<file path="config.mk">
export PLATFORM = sky130hd
export DESIGN_NAME = mem_bus_bridge_flat
export DESIGN_NICKNAME = d
export VERILOG_FILES = /design/src/rtl/mem_bus_bridge_if.sv /design/src/rtl/mem_bus_bridge.sv /design/src/flat_wrapper.sv
export SDC_FILE = /design/constraint.sdc
export NUM_CORES = 1
export LEC_CHECK = 0
export CORE_ASPECT_RATIO = 2
export CORE_MARGIN = 8
export CORE_UTILIZATION = 40
export CTS_CLUSTER_DIAMETER = 80
export CTS_CLUSTER_SIZE = 8
export DETAILED_ROUTE_END_ITERATION = 6
export GPL_TIMING_DRIVEN = 0
export PLACE_DENSITY = 0.79
export SYNTH_ARGS = -nofsm -noshare
export SYNTH_HDL_FRONTEND = slang
export SYNTH_SLANG_ARGS = --single-unit
</file>
<file path="constraint.sdc">
create_clock -name clk -period 1.75 [get_ports clk]
set_clock_uncertainty 0.05 [all_clocks]
set_input_delay 0.4375 -clock clk [delete_from_list [all_inputs] [get_ports clk]]
set_output_delay 0.4375 -clock clk [all_outputs]
set_load 0.02 [all_outputs]
</file>
<file path="src/rtl/mem_bus_bridge_if.sv">
// External memory bus between the bridge (master) and the bus target (slave).
// A transfer is a held request answered by a single-cycle acknowledge;
// read data is valid only in the acknowledge cycle.
interface mem_bus_bridge_if;
    logic        bus_req_o;
    logic        bus_we_o;
    logic [31:0] bus_addr_o;
    logic [3:0]  bus_sel_o;
    logic [31:0] bus_wdata_o;
    logic [31:0] bus_rdata_i;
    logic        bus_ack_i;

    modport master (
        output bus_req_o,
        output bus_we_o,
        output bus_addr_o,
        output bus_sel_o,
        output bus_wdata_o,
        input  bus_rdata_i,
        input  bus_ack_i
    );

    modport slave (
        input  bus_req_o,
        input  bus_we_o,
        input  bus_addr_o,
        input  bus_sel_o,
        input  bus_wdata_o,
        output bus_rdata_i,
        output bus_ack_i
    );
endinterface

</file>
<file path="src/rtl/mem_bus_bridge.sv">
// Bridges the core's single-cycle MEM-stage data port onto a multi-cycle
// req/ack bus. The pipeline is stalled while a transfer is outstanding, and
// a transfer that is not acknowledged within TIMEOUT_CYCLES is abandoned
// and flagged on a sticky error output.
module mem_bus_bridge #(
    parameter int TIMEOUT_CYCLES = 255
) (
    input  logic            clk,
    input  logic            rst,
    input  logic            cpu_ce_i,
    input  logic            cpu_we_i,
    input  logic [31:0]     cpu_addr_i,
    input  logic [3:0]      cpu_sel_i,
    input  logic [31:0]     cpu_data_i,
    output logic [31:0]     cpu_data_o,
    output logic            stallreq_o,
    output logic            err_o,
    mem_bus_bridge_if.master bus
);

    // Counter is wide enough to hold TIMEOUT_CYCLES; the abort fires at
    // TIMEOUT_CYCLES-1 so the counter can never wrap.
    localparam int              CNT_W    = $clog2(TIMEOUT_CYCLES + 1);
    localparam logic [CNT_W-1:0] CNT_LAST = CNT_W'(TIMEOUT_CYCLES - 1);
    localparam logic [CNT_W-1:0] CNT_ONE  = CNT_W'(1);
    localparam logic [CNT_W-1:0] CNT_ZERO = CNT_W'(0);

    typedef enum logic [1:0] {
        ST_IDLE = 2'd0,
        ST_BUSY = 2'd1,
        ST_DONE = 2'd2
    } state_t;

    state_t            state_r;
    state_t            state_next_s;

    logic              we_r;
    logic [31:2]       addr_r;
    logic [3:0]        sel_r;
    logic [31:0]       wdata_r;
    logic [31:0]       rdata_r;
    logic [CNT_W-1:0]  cnt_r;
    logic              err_r;

    logic              ack_s;
    logic              timeout_s;
    logic              bus_req_s;
    logic              stall_s;

    // Acknowledge only counts while a transfer is outstanding; an ack in the
    // same cycle as the timeout wins over the abort.
    assign ack_s     = (state_r == ST_BUSY) && bus.bus_ack_i;
    assign timeout_s = (state_r == ST_BUSY) && !bus.bus_ack_i && (cnt_r == CNT_LAST);

    // State register
    always_ff @(posedge clk) begin
        if (rst) begin
            state_r <= ST_IDLE;
        end else begin
            state_r <= state_next_s;
        end
    end

    // Next-state decode
    always_comb begin
        state_next_s = state_r;
        case (state_r)
            ST_IDLE: begin
                if (cpu_ce_i) begin
                    state_next_s = ST_BUSY;
                end else begin
                    state_next_s = ST_IDLE;
                end
            end
            ST_BUSY: begin
                if (ack_s || timeout_s) begin
                    state_next_s = ST_DONE;
                end else begin
                    state_next_s = ST_BUSY;
                end
            end
            ST_DONE: begin
                // The finishing access still has ce high here; it is not re-issued.
                state_next_s = ST_IDLE;
            end
            default: begin
                state_next_s = ST_IDLE;
            end
        endcase
    end

    // Output decode: request while busy, stall from the new access until completion
    always_comb begin
        bus_req_s = 1'b0;
        stall_s   = 1'b0;
        case (state_r)
            ST_IDLE: begin
                bus_req_s = 1'b0;
                stall_s   = cpu_ce_i;
            end
            ST_BUSY: begin
                bus_req_s = 1'b1;
                stall_s   = 1'b1;
            end
            ST_DONE: begin
                bus_req_s = 1'b0;
                stall_s   = 1'b0;
            end
            default: begin
                bus_req_s = 1'b0;
                stall_s   = 1'b0;
            end
        endcase
    end

    // Request capture, wait counter, read-data and sticky-error registers
    always_ff @(posedge clk) begin
        if (rst) begin
            we_r    <= 1'b0;
            addr_r  <= 30'h0;
            sel_r   <= 4'h0;
            wdata_r <= 32'h0;
            rdata_r <= 32'h0;
            cnt_r   <= CNT_ZERO;
            err_r   <= 1'b0;
        end else begin
            case (state_r)
                ST_IDLE: begin
                    if (cpu_ce_i) begin
                        we_r    <= cpu_we_i;
                        addr_r  <= cpu_addr_i[31:2];
                        sel_r   <= cpu_sel_i;
                        wdata_r <= cpu_data_i;
                        cnt_r   <= CNT_ZERO;
                    end else begin
                        cnt_r   <= cnt_r;
                    end
                end
                ST_BUSY: begin
                    cnt_r <= cnt_r + CNT_ONE;
                    if (ack_s) begin
                        if (!we_r) begin
                            rdata_r <= bus.bus_rdata_i;
                        end else begin
                            rdata_r <= rdata_r;
                        end
                    end else if (timeout_s) begin
                        err_r   <= 1'b1;
                        rdata_r <= 32'h0;
                    end else begin
                        rdata_r <= rdata_r;
                    end
                end
                default: begin
                    cnt_r <= cnt_r;
                end
            endcase
        end
    end

    // Bus fields come straight from the capture registers so they stay
    // stable for the whole transfer; the address is forced word-aligned.
    assign bus.bus_req_o   = bus_req_s;
    assign bus.bus_we_o    = we_r;
    assign bus.bus_addr_o  = {addr_r, 2'b00};
    assign bus.bus_sel_o   = sel_r;
    assign bus.bus_wdata_o = wdata_r;

    assign stallreq_o = stall_s;
    assign cpu_data_o = rdata_r;
    assign err_o      = err_r;

endmodule

</file>
<file path="src/flat_wrapper.sv">
// flat-port wrapper written by rule: the top's interface ports become plain ports
module mem_bus_bridge_flat 
#(
    parameter int TIMEOUT_CYCLES = 255
)
  (clk, rst, cpu_ce_i, cpu_we_i, cpu_addr_i, cpu_sel_i, cpu_data_i, cpu_data_o, stallreq_o, err_o, bus_bus_req_o, bus_bus_we_o, bus_bus_addr_o, bus_bus_sel_o, bus_bus_wdata_o, bus_bus_rdata_i, bus_bus_ack_i);
  mem_bus_bridge_if bus_i ();
  input  logic clk;
  input  logic rst;
  input  logic cpu_ce_i;
  input  logic cpu_we_i;
  input  logic [31:0] cpu_addr_i;
  input  logic [3:0] cpu_sel_i;
  input  logic [31:0] cpu_data_i;
  output logic [31:0] cpu_data_o;
  output logic stallreq_o;
  output logic err_o;
  output wire logic [$bits(bus_i.bus_req_o)-1:0] bus_bus_req_o;
  output wire logic [$bits(bus_i.bus_we_o)-1:0] bus_bus_we_o;
  output wire logic [$bits(bus_i.bus_addr_o)-1:0] bus_bus_addr_o;
  output wire logic [$bits(bus_i.bus_sel_o)-1:0] bus_bus_sel_o;
  output wire logic [$bits(bus_i.bus_wdata_o)-1:0] bus_bus_wdata_o;
  input wire logic [$bits(bus_i.bus_rdata_i)-1:0] bus_bus_rdata_i;
  input wire logic [$bits(bus_i.bus_ack_i)-1:0] bus_bus_ack_i;
  assign bus_bus_req_o = bus_i.bus_req_o;
  assign bus_bus_we_o = bus_i.bus_we_o;
  assign bus_bus_addr_o = bus_i.bus_addr_o;
  assign bus_bus_sel_o = bus_i.bus_sel_o;
  assign bus_bus_wdata_o = bus_i.bus_wdata_o;
  assign bus_i.bus_rdata_i = bus_bus_rdata_i;
  assign bus_i.bus_ack_i = bus_bus_ack_i;
  mem_bus_bridge #(.TIMEOUT_CYCLES(TIMEOUT_CYCLES)) u_core (.clk(clk), .rst(rst), .cpu_ce_i(cpu_ce_i), .cpu_we_i(cpu_we_i), .cpu_addr_i(cpu_addr_i), .cpu_sel_i(cpu_sel_i), .cpu_data_i(cpu_data_i), .cpu_data_o(cpu_data_o), .stallreq_o(stallreq_o), .err_o(err_o), .bus(bus_i));
endmodule
</file>
==> key figures <==
Place
  – Placed wire-length estimate: 12000 µm
  – Placed Instances: 850
  – Placed cell areas: 6490 µm²
  – Number of buffers added on ports: 203
  – Gpl congestion: 0.836
  – Post-place setup slack: -710 ps

Power and ir drop
  – Clock Power Share: 0.329
  – VDD IR max: 0.774 mV
  – Sequential Power Share: 0.449
  – Sw Share: 0.289
  – Pwr Density: 931 nW/µm²
  – Leak: 0.00284 µW
  – NetSw: 1820 µW
  – Combinational share of power: 0.222
  – Internal Power: 4470 µW

Worst setup path
  – Critical R2R Capture: u_core.cpu_data_o[4]
  – Crit-path slowest cell: dfxtp_4
  – Critical Path RT: 1260 ps
  – Setup CP Type: register to output port
  – Crit path from: u_core.state_r[1]
  – Max incr delay on CP: 370 ps
  – Worst-path fanout max: 10
  – Critical Path Start Type: register
  – R2r startpoint: u_core.cnt_r[0]
  – CP bufs+invs: 3
  – CP endpoint kind: output port
  – Instance count on the critical path: 4
  – Arrival time worst endpoint: 1220 ps
  – R2R depth: 7
  – CP Cell Sequence: nand2b_4 > buf_6 > inv_4 > buf_6
  – Top cell by count, worst path: buf_6
  – Reg2Reg Setup Slack: 90 ps
  – Cell family with most CP delay: flip-flops

Min path
  – HP Class: register to register
  – WHS Path Cells: 2
  – Hold Crit Start: u_core.bus.bus_wdata_o[31]
  – Hold Path End: u_core.bus.bus_wdata_o[31]

Timing
  – Slew @ Worst Pin: 526 ps
  – Final worst slack: 44.0 ps
  – Slew margin rel.: 0.649
  – WHS: 400 ps
  – Setup violators final: 0
  – Tcrit/Tclk final: 0.975
  – Period minus WS final: 1710 ps
  – Setup TNS: 0 ps
  – Final hold viol count: 0
  – Fmax: 586 MHz
  – Max-slew violation count: 0

Yosys
  – Post-Syn Instances: 509
  – Mapped Avg Cell Area: 8.41 µm²
  – Synth async-reset ratio: 0
  – Most frequent cell after synthesis: nand2_1
  – Synth Cell Area: 4280 µm²
  – Top cell type by total area after synthesis: dfxtp_1
  – Post-synth EDFFs: 0
  – Synth top area share: 0.515
  – Synth warn: 0
  – Largest cells by area after synthesis: dfxtp_1 (51%), a21oi_1 (12%), nand2_1 (12%)
  – #FFs+latches synth: 110
  – Seq/Total Area, Yosys: 0.515
  – Netlist cell types: 35
  – Synth Flop Type: dfxtp_1
  – Synth top cells by count: nand2_1 (136), dfxtp_1 (110), a21oi_1 (104), o311ai_0 (33), a22oi_1 (32)

Layout
  – Area growth from synthesis to layout: 57.8%
  – Finished Layout Cells: 871
  – Cell area after layout: 6750 µm²
  – Ant. Diodes: 0
  – FILL cells: 950
  – Footprint of the multi-input gates: 1860 µm²
  – Reg area: 2210 µm²
  – Share of cells above drive strength 1: 0.0763
  – Nets: 836

Global route
  – Initial antenna violation count: 0
  – Vias in the first global route: 4736
  – Total grt overflow: 0
  – First-pass GRT wire length: 23500 µm
  – Pin count of the biggest net entering global routing: 18
  – Total GRT Usage: 0.209

Floorplan
  – Die ar.: 14500 µm²
  – Ports: 209
  – Rows: 53
  – Width of the die: 89.1 µm
  – Starting Density: 0.408
  – Core area: 10500 µm²
  – Die Y: 162 µm

Job
  – Max-cap violation count: 0

Detailed routing
  – Initial drt markers: 244
  – Remaining antenna violation count after routing: 0
  – DRT Wirelength: 15200 µm
  – Vias: 4643
  – WL/cell: 17.5 µm
  – First-pass detailed-route iteration total: 5
  – Post-route DRC: 0
  – Via density per instance: 5.33

CTS
  – Hold-fix buffers at CTS: 0
  – CTS tree: built
  – Clock sinks: 110
  – Clk slew on worst S/H paths: 70 ps
  – CTS HTree Levels: 3
  – Clock buffer depth: 2
  – Clk_lat worst skew: 350 ps
  – CTS root buffer: clkbuf_16
  – Inserted Clock Buffers: 9

Status
  – Status: complete, no violations
==> power by group through the flow <==
stage                     clock network, µW  registers (µW)  logic [µW]
after floorplan                           0            3090         501
final                                  2070            2820        1400
after global routing                   2210            2850        1510
after CTS                              2110            2820        1410
after detailed placement                  0            2880        1510
after global placement                    0            2870        1480
==> kinds of logic after synthesis <==
group / synth area share
buf+inv: 0.0558
fa+ha+maj: 0.00585
other cells: 0.000876
compound gates: 0.266
simple gates: 0.157
flops: 0.515
==> cell type report <==
type / instances / share of cell area
clock buffer: 12 / 0.0365
buffer: 49 / 0.0363
tap: 137 / 0.0254
sequential: 110 / 0.327
inverter: 7 / 0.00426
timing repair buffer: 208 / 0.287
clock inverter: 4 / 0.00815
multi-input combinational: 344 / 0.276
==> metal layers <==
metal,wire length [µm],global-route usage,up-vias
met5,0,0,-
met4,548,0.109,0
met3,1240,0.0658,37
met2,8590,0.403,194
met1,4860,0.178,2171
li1,-,-,2241
==> how the worst max path moves through the flow <==
stage	slack, ps	to
after global placement	-720	stallreq_o
after detailed placement	-710	stallreq_o
final	40	bus_bus_req_o
after CTS	6	u_core.cpu_data_o[4]
after floorplan	350	u_core.cnt_r[3]
after global routing	-10	u_core.cpu_data_o[5]
==> state kept, by name (all words and copies together) (netlist names) <==
signal                  count
u_core.bus.bus_wdata_o     32
u_core.bus.bus_sel_o        4
u_core.addr_r              30
u_core.state_r              2
u_core.cpu_data_o          32
u_core.bus.bus_we_o         1
u_core.err_o                1
u_core.cnt_r                8
==> per-stage QoR <==
| step | power (µW) | utilization |
|---|---|---|
| 3_3_place_gp | 4350 | 0.619 |
| 5_1_grt | 6570 | 0.644 |
| 4_1_cts | 6340 | 0.642 |
| 3_5_place_dp | 4390 | 0.619 |
| 2_1_floorplan | 3590 | - |
| 6_report | 6290 | 0.644 |
==> layout by cell type (no fill, tap or decap), types with 3 or more instances in the layout <==
cell / n
nand2_1: 136
dfxtp_1: 108
a21oi_1: 104
dlygate4sd2_1: 102
clkdlybuf4s50_1: 99
a22oi_1: 32
clkbuf_1: 24
o311ai_0: 24
buf_2: 15
o311ai_1: 9
clkbuf_16: 9
buf_4: 8
inv_1: 6
clkbuf_2: 6
nand3_1: 4
o211ai_1: 3
or3_1: 3
==> timing repair <==
action,CTS,global route
gates resized for setup,132,14
endpoints found under the setup margin,133,33
pin swaps,1,1
setup buffers,2,2
cloned,1,0
==> tightest hold or removal path, delay by kind of cell (launching register included) <==
kind               cells  cell delay, ps
DFF                    1             310
and+or+nand+nor        1              50
AOI/OAI and AO/OA      1              50
(Power assumes the default switching activity.)
